`config.mk`:
```
export PLATFORM = sky130hd
export DESIGN_NAME = sopc_button_debounce_flat
export DESIGN_NICKNAME = d
export VERILOG_FILES = /design/src/rtl/sopc_button_debounce_pkg.sv /design/src/rtl/sopc_button_debounce_if.sv /design/src/rtl/sopc_button_debounce_ch.sv /design/src/rtl/sopc_button_debounce.sv /design/src/flat_wrapper.sv
export SDC_FILE = /design/constraint.sdc
export NUM_CORES = 1
export LEC_CHECK = 0
export ABC_AREA = 0
export ABC_CLOCK_PERIOD_IN_PS = 4300
export CORE_ASPECT_RATIO = 0.5
export CORE_UTILIZATION = 45
export CTS_CLUSTER_DIAMETER = 40
export DETAILED_ROUTE_END_ITERATION = 8
export REMOVE_ABC_BUFFERS = 1
export SLEW_MARGIN = 20
export SYNTH_ARGS = -nofsm -noshare
export SYNTH_HDL_FRONTEND = slang
export SYNTH_SLANG_ARGS = --single-unit
```
`constraint.sdc`:
```
create_clock -name clk -period 4.3 [get_ports clk]
set_clock_uncertainty 0.1 [all_clocks]
set_input_delay 0.43 -clock clk [delete_from_list [all_inputs] [get_ports clk]]
set_output_delay 0.43 -clock clk [all_outputs]
set_load 0.02 [all_outputs]
```
`src/rtl/sopc_button_debounce_pkg.sv`:
```
// Shared definitions for the debounced button/switch PIO.
//   ADDR_W / DATA_W : Avalon-MM slave address and data widths
//   REG_*           : word offsets of the software-visible registers
//   is_write()      : write strobe decode from chipselect / write_n
package sopc_button_debounce_pkg;

  localparam int ADDR_W = 3;
  localparam int DATA_W = 32;

  typedef logic [ADDR_W-1:0] reg_addr_t;

  localparam reg_addr_t REG_DATA     = 3'd0;
  localparam reg_addr_t REG_RAW      = 3'd1;
  localparam reg_addr_t REG_IRQMASK  = 3'd2;
  localparam reg_addr_t REG_EDGECAP  = 3'd3;
  localparam reg_addr_t REG_RISE_EN  = 3'd4;
  localparam reg_addr_t REG_FALL_EN  = 3'd5;
  localparam reg_addr_t REG_DEBOUNCE = 3'd6;

  function automatic logic is_write(input logic cs, input logic wr_n);
    return cs & ~wr_n;
  endfunction

endpackage

```
`src/rtl/sopc_button_debounce_if.sv`:
```
// Avalon-MM slave bus bundle for the button PIO.
//   address    : register word address
//   chipselect : slave select
//   write_n    : active-low write strobe
//   writedata  : write data
//   readdata   : registered read data (1-cycle latency)
// master drives the request side, slave returns readdata.
interface sopc_button_debounce_if;
  import sopc_button_debounce_pkg::*;

  logic [ADDR_W-1:0] address;
  logic              chipselect;
  logic              write_n;
  logic [DATA_W-1:0] writedata;
  logic [DATA_W-1:0] readdata;

  modport master (output address, chipselect, write_n, writedata, input readdata);
  modport slave  (input address, chipselect, write_n, writedata, output readdata);

endinterface

```
`src/rtl/sopc_button_debounce_ch.sv`:
```
// One debounced input channel.
//   clk, reset : system clock, synchronous active-high reset
//   pin        : raw asynchronous pin
//   n_cycles   : stable-cycle count N from the DEBOUNCE register
//   sync       : synchronised pin level
//   deb        : debounced level
//   rise, fall : one-cycle registered edge strobes of deb
module sopc_button_debounce_ch #(
  parameter int SYNC_STAGES = 2,
  parameter int CNT_W       = 16,
  parameter bit IDLE_HIGH   = 1'b1
) (
  input  logic             clk,
  input  logic             reset,
  input  logic             pin,
  input  logic [CNT_W-1:0] n_cycles,
  output logic             sync,
  output logic             deb,
  output logic             rise,
  output logic             fall
);

  logic [SYNC_STAGES-1:0] sync_r;
  logic [CNT_W-1:0]       cnt;
  logic                   deb_q;

  assign sync = sync_r[SYNC_STAGES-1];

  always_ff @(posedge clk) begin
    if (reset) begin
      // Everything idles at the pin's rest level, so leaving reset never
      // looks like an edge.
      sync_r <= {SYNC_STAGES{IDLE_HIGH}};
      cnt    <= '0;
      deb    <= IDLE_HIGH;
      deb_q  <= IDLE_HIGH;
      rise   <= 1'b0;
      fall   <= 1'b0;
    end else begin
      sync_r <= {sync_r[SYNC_STAGES-2:0], pin};
      deb_q  <= deb;
      rise   <= deb & ~deb_q;
      fall   <= ~deb & deb_q;
      if (sync == deb) begin
        cnt <= '0;
      end else if (cnt >= n_cycles) begin
        // >= rather than == so that lowering N mid-count cannot strand a
        // counter above the new threshold.
        deb <= sync;
        cnt <= '0;
      end else begin
        cnt <= cnt + CNT_W'(1);
      end
    end
  end

endmodule

```
`src/rtl/sopc_button_debounce.sv`:
```
// Debounced, edge-capturing button/switch PIO for the Nios II slave fabric.
//   clk, reset : system clock, synchronous active-high reset
//   bus        : Avalon-MM slave (address/chipselect/write_n/writedata/readdata)
//   in_port    : WIDTH raw asynchronous pins
//   irq        : level interrupt, |(edge_capture & irq_mask)
// Registers: DATA, RAW (RO), IRQMASK, EDGECAP (W1C), RISE_EN, FALL_EN,
// DEBOUNCE (RW); offset 7 reads zero. Unused upper bits read zero.
module sopc_button_debounce
  import sopc_button_debounce_pkg::*;
#(
  parameter int WIDTH       = 8,
  parameter int SYNC_STAGES = 2,
  parameter int CNT_W       = 16,
  parameter int DB_RESET    = 50000,
  parameter bit IDLE_HIGH   = 1'b1
) (
  input  logic                  clk,
  input  logic                  reset,
  sopc_button_debounce_if.slave bus,
  input  logic [WIDTH-1:0]      in_port,
  output logic                  irq
);

  logic [WIDTH-1:0]  raw, deb, rise, fall;
  logic [WIDTH-1:0]  irq_mask, edge_capture, rise_en, fall_en;
  logic [WIDTH-1:0]  evt, w1c;
  logic [CNT_W-1:0]  debounce;
  logic [DATA_W-1:0] rd_nxt;
  logic              wr;
  logic              unused_wd;

  assign unused_wd = ^bus.writedata;

  for (genvar i = 0; i < WIDTH; i++) begin : g_ch
    sopc_button_debounce_ch #(
      .SYNC_STAGES (SYNC_STAGES),
      .CNT_W       (CNT_W),
      .IDLE_HIGH   (IDLE_HIGH)
    ) u_ch (
      .clk      (clk),
      .reset    (reset),
      .pin      (in_port[i]),
      .n_cycles (debounce),
      .sync     (raw[i]),
      .deb      (deb[i]),
      .rise     (rise[i]),
      .fall     (fall[i])
    );
  end

  assign wr  = is_write(bus.chipselect, bus.write_n);
  assign evt = (rise & rise_en) | (fall & fall_en);
  assign w1c = (wr && bus.address == REG_EDGECAP) ? bus.writedata[WIDTH-1:0] : '0;
  assign irq = |(edge_capture & irq_mask);

  always_comb begin
    rd_nxt = '0;
    case (bus.address)
      REG_DATA:     rd_nxt[WIDTH-1:0] = deb;
      REG_RAW:      rd_nxt[WIDTH-1:0] = raw;
      REG_IRQMASK:  rd_nxt[WIDTH-1:0] = irq_mask;
      REG_EDGECAP:  rd_nxt[WIDTH-1:0] = edge_capture;
      REG_RISE_EN:  rd_nxt[WIDTH-1:0] = rise_en;
      REG_FALL_EN:  rd_nxt[WIDTH-1:0] = fall_en;
      REG_DEBOUNCE: rd_nxt[CNT_W-1:0] = debounce;
      default:      rd_nxt = '0;
    endcase
  end

  always_ff @(posedge clk) begin
    if (reset) begin
      bus.readdata <= '0;
      irq_mask     <= '0;
      edge_capture <= '0;
      rise_en      <= '1;
      fall_en      <= '0;
      debounce     <= CNT_W'(DB_RESET);
    end else begin
      bus.readdata <= rd_nxt;
      // New events are OR'd in after the clear so a same-cycle event wins.
      edge_capture <= (edge_capture & ~w1c) | evt;
      if (wr) begin
        case (bus.address)
          REG_IRQMASK:  irq_mask <= bus.writedata[WIDTH-1:0];
          REG_RISE_EN:  rise_en  <= bus.writedata[WIDTH-1:0];
          REG_FALL_EN:  fall_en  <= bus.writedata[WIDTH-1:0];
          REG_DEBOUNCE: debounce <= bus.writedata[CNT_W-1:0];
          default: ;
        endcase
      end
    end
  end

endmodule
```
`src/flat_wrapper.sv`:
```
// flat-port wrapper written by rule: the top's interface ports become plain ports
module sopc_button_debounce_flat import sopc_button_debounce_pkg::*;
#(
  parameter int WIDTH       = 8,
  parameter int SYNC_STAGES = 2,
  parameter int CNT_W       = 16,
  parameter int DB_RESET    = 50000,
  parameter bit IDLE_HIGH   = 1'b1
)
  (clk, reset, in_port, irq, bus_address, bus_chipselect, bus_write_n, bus_writedata, bus_readdata);
  sopc_button_debounce_if bus_i ();
  input  logic clk;
  input  logic reset;
  input  logic [WIDTH-1:0] in_port;
  output logic irq;
  input wire logic [$bits(bus_i.address)-1:0] bus_address;
  input wire logic [$bits(bus_i.chipselect)-1:0] bus_chipselect;
  input wire logic [$bits(bus_i.write_n)-1:0] bus_write_n;
  input wire logic [$bits(bus_i.writedata)-1:0] bus_writedata;
  output wire logic [$bits(bus_i.readdata)-1:0] bus_readdata;
  assign bus_i.address = bus_address;
  assign bus_i.chipselect = bus_chipselect;
  assign bus_i.write_n = bus_write_n;
  assign bus_i.writedata = bus_writedata;
  assign bus_readdata = bus_i.readdata;
  sopc_button_debounce #(.WIDTH(WIDTH), .SYNC_STAGES(SYNC_STAGES), .CNT_W(CNT_W), .DB_RESET(DB_RESET), .IDLE_HIGH(IDLE_HIGH)) u_core (.clk(clk), .reset(reset), .bus(bus_i), .in_port(in_port), .irq(irq));
endmodule
```
==> impl_metrics.csv <==
group,metric,value,unit
routing,drcViolationCount,0,
power_and_ir_drop,p_int,0.003698,W
die,core_area,26700,µm²
worst_setup_path,cp.arrival,3.28,ns
clock_tree,htree_levels,1,
clock_tree,numCtsBuffers,27,
power_and_ir_drop,power_leakage,5.403,nW
cells_and_area,fin_util,52.33,%
worst_setup_path,crit_required,4.68,ns
worst_setup_path,start_kind,"flop",
global_routing,use_met2,36.47,%
synthesis,synth.avg_cell_area,9.168,µm²
power_and_ir_drop,power_density,345.5,nW/µm²
synthesis,yosysSeqAreaShare,38.93,%
timing,fmax,0.3439,GHz
synthesis,synth_edf_count,0,
global_routing,grt_pass1_wl,47.99,mm
worst_setup_path,reg2regPathDepth,7,
timing,relSlewSlack,33.65,%
placement,place.gp.congestion,0.8614,
timing,finalHoldViolCount,0,
die,start_util,46.23,%
cells_and_area,area_growth,13.21,%
synthesis,synth_flop_cell,"dfxtp_1",
clock_tree,cts_buffer_depth,3,
clock_tree,cts_resized,0,
die,die_h,119.1,µm
placement,dpl-instance-area,13070,µm²
routing,ant_nets,0,
clock_tree,post-cts-setup-buffers,0,
cells_and_area,insertedDiodeCount,0,
worst_setup_path,crit_path_end_kind,"flop",
timing,grt_setup_unrepaired,"no",
clock_tree,cts_tree,"yes",
synthesis,synth_cell_types,63,
global_routing,grtUsageTotal,21.46,%
clock_tree,cts_sinks,240,
timing,fin_crit,2.908,ns
global_routing,grt_pass1_vias,9284,
synthesis,syn_area,12340,µm²
power_and_ir_drop,clock_power_share,48.7,%
placement,dp_hpwl,20.65,mm
power_and_ir_drop,swShare,23.38,%
routing,wl_per_cell,16.98,µm
die,pin_count,80,
worst_setup_path,startpoint,"u_core.debounce[13]",
synthesis,ys_seq_elements,240,
power_and_ir_drop,seq_power_share,46.8,%
power_and_ir_drop,net-switching-power,0.001129,W
die,rows,42,
run,cap_violations,0,
global_routing,grt_max_degree,41,
worst_setup_path,r2r-start,"u_core.debounce[13]",
timing,fin_crit_sh,67.62,%
placement,port_buffers,47,
cells_and_area,finalNetCount,1576,
worst_setup_path,r2r_end,"u_core.g_ch[2].u_ch.cnt[3]",
routing,drtIter0Drc,569,
global_routing,grt_use_met1,28.59,%
global_routing,top_usage_layer,"met2",
timing,finalSetupViolCount,0,
clock_tree,ctsHoldBuffers,0,
global_routing,antenna_found_initial,0,
global_routing,overflow,0,
die,die_area,28130,µm²
routing,wirelength,29.96,mm
clock_tree,cts-root-buf,"clkbuf_16",
timing,setup_tns,0,ns
cells_and_area,fin_area,13970,µm²
timing,maxSlewViolCount,0,
synthesis,synth_cells,1346,
power_and_ir_drop,p_comb_share,4.6,%
timing,worst_pin_slew,0.9911,ns
clock_tree,clk_pin_slew,0.06,ns
synthesis,postSynth.asyncResetShare,0,%
run_status,status,"finished, final reports clean",
synthesis,yosysWarningCount,0,
worst_setup_path,rrSetupSlack,1.39,ns
clock_tree,clkLatencyLatePin,0.57,ns
global_routing,use_met3,3.709,%
worst_setup_path,worstSetupPathType,"flop to flop",
worst_setup_path,cp_max_fo,16,
worst_setup_path,crit_end,"u_core.g_ch[2].u_ch.cnt[3]",
routing,dr.pass1.iters,5,
routing,via_count,9625,
routing,viasPerCell,5.456,
cells_and_area,drive_gt1_share,8.074,%
worst_hold_path,hold_class,"input port to flop",
power_and_ir_drop,vdd_drop_max,0.2799,mV
die,die_w,236.2,µm
==> final cells by class <==
cell class                 instances  area (µm²)
clock buffer                      37       753.2
clock inverter                    11       148.9
fill                            2426       12720
inverter                          45       168.9
multi-input combinational       1024        7127
sequential                       240        4805
tap                              352       440.4
timing repair buffer              55       528.0
==> routing by layer <==
layer	share of wire [%]	wire (µm)
met1	47	14210
met5	0	0
met3	5.2	1553
met2	46	13680
met4	1.7	516
==> how the worst min path moves through the flow <==
stage	start	end	cells after the start
6_report	reset	u_core.edge_capture[7]	2
3_3_place_gp	u_core.g_ch[0].u_ch.deb_q	u_core.g_ch[0].u_ch.rise	1
2_1_floorplan	u_core.g_ch[0].u_ch.deb_q	u_core.g_ch[0].u_ch.rise	1
3_5_place_dp	u_core.g_ch[2].u_ch.sync_r[0]	u_core.g_ch[2].u_ch.sync_r[1]	1
4_1_cts	reset	u_core.edge_capture[7]	2
5_1_grt	reset	u_core.debounce[10]	2
==> cells in the final DEF, fill, tap and decap left out, drive strengths merged, types with 3 or more instances in the layout <==
cell             n
dfxtp          240
nor2           215
ha             136
nand2           92
xor2            66
nand3           62
a21oi           62
xnor2           53
inv             49
clkdlybuf4s50   46
nand4           37
clkbuf          37
mux2i           31
and3            26
o21ai           25
nor3            23
and2            19
or2             18
conb            16
a211o           14
nor2b           13
a22oi           12
nor3b           12
and4            10
nand2b          10
o211ai          10
buf              9
a222oi           8
mux2             6
mux4             4
o22ai            4
a2111o           4
a211oi           4
a311oi           4
nand3b           3
a31oi            3
nor4             3
clkinv           3
==> worst max-delay path, stage by stage (launching register included) <==
cell      delay [ns]
dfxtp_1         0.32
inv_1           0.41
ha_1            0.35
a21oi_1         0.15
nor2_1          0.05
a211oi_1        0.47
nand4_1         0.70
nor2_1          0.27
==> power by group through the flow <==
stage	combinational (W)	clock, W	sequential, W
finish	0.000220	0.00235	0.00226
global route	0.000239	0.00250	0.00226
CTS	0.000221	0.00241	0.00226
detailed placement	0.000220	0	0.00231
global placement	0.000216	0	0.00231
floorplan	0.000102	0	0.00231
==> logic make-up after synthesis <==
| group | after synthesis | share of synthesized area [%] |
|---|---|---|
| xor gates and xnor gates | 119 | 8.446 |
| buffers and inverters | 97 | 3.822 |
| AOI/OAI and AO/OA | 165 | 9.014 |
| and+or+nand+nor | 547 | 22.17 |
| adders and majority gates | 136 | 13.79 |
| muxes | 41 | 3.792 |
| DFF | 240 | 38.93 |
| other | 1 | 0.03039 |
==> through the flow <==
stage	hold WS (ns)	power, W	std cells	worst slack, ns
floorplan	0.2878	0.002413	1309	1.968
global placement	0.2939	0.002523	1716	1.487
detailed placement	0.2923	0.002527	1716	1.373
CTS	0.2039	0.004887	1764	1.359
global route	0.2493	0.004996	1764	1.080
finish	0.2335	0.004826	1764	1.392
==> registers in the layout (all words and copies together) (netlist names) <==
register / flops
u_core.debounce: 16
u_core.g_ch.u_ch.rise: 8
u_core.rise_en: 8
u_core.g_ch.u_ch.deb: 8
u_core.bus.readdata: 16
u_core.g_ch.u_ch.sync_r: 16
u_core.fall_en: 8
u_core.g_ch.u_ch.deb_q: 8
u_core.g_ch.u_ch.fall: 8
u_core.edge_capture: 8
u_core.irq_mask: 8
u_core.g_ch.u_ch.cnt: 128
==> Yosys cell counts (3+ instances only) <==
| cell type | n | area, µm² |
|---|---|---|
| a2111o_1 | 4 | 45.04 |
| a211o_1 | 14 | 122.6 |
| a211oi_1 | 4 | 30.03 |
| a21oi_1 | 62 | 310.3 |
| a222oi_1 | 8 | 80.08 |
| a22oi_1 | 12 | 90.09 |
| a311oi_1 | 3 | 26.28 |
| a31oi_1 | 3 | 18.77 |
| and2_1 | 19 | 118.9 |
| and3_1 | 26 | 162.7 |
| and4_1 | 10 | 87.58 |
| buf_1 | 4 | 15.01 |
| buf_2 | 13 | 65.06 |
| buf_4 | 16 | 120.1 |
| clkbuf_1 | 16 | 60.06 |
| dfxtp_1 | 240 | 4805 |
| ha_1 | 136 | 1702 |
| inv_1 | 45 | 168.9 |
| mux2_2 | 6 | 67.56 |
| mux2i_1 | 31 | 310.3 |
| mux4_2 | 4 | 90.09 |
| nand2_1 | 92 | 345.3 |
| nand2b_1 | 8 | 50.05 |
| nand3_1 | 62 | 310.3 |
| nand3b_1 | 3 | 22.52 |
| nand4_1 | 37 | 231.5 |
| nor2_1 | 189 | 709.4 |
| nor2_2 | 18 | 112.6 |
| nor2_4 | 8 | 90.09 |
| nor2b_1 | 13 | 81.33 |
| nor3_1 | 23 | 115.1 |
| nor3b_1 | 11 | 82.58 |
| nor4_1 | 3 | 18.77 |
| o211ai_1 | 7 | 52.55 |
| o21ai_0 | 19 | 95.09 |
| o21ai_1 | 6 | 30.03 |
| o22ai_1 | 4 | 25.02 |
| or2_2 | 17 | 106.4 |
| xnor2_1 | 53 | 464.2 |
| xor2_1 | 66 | 578.1 |
(Power assumes the default switching activity.)
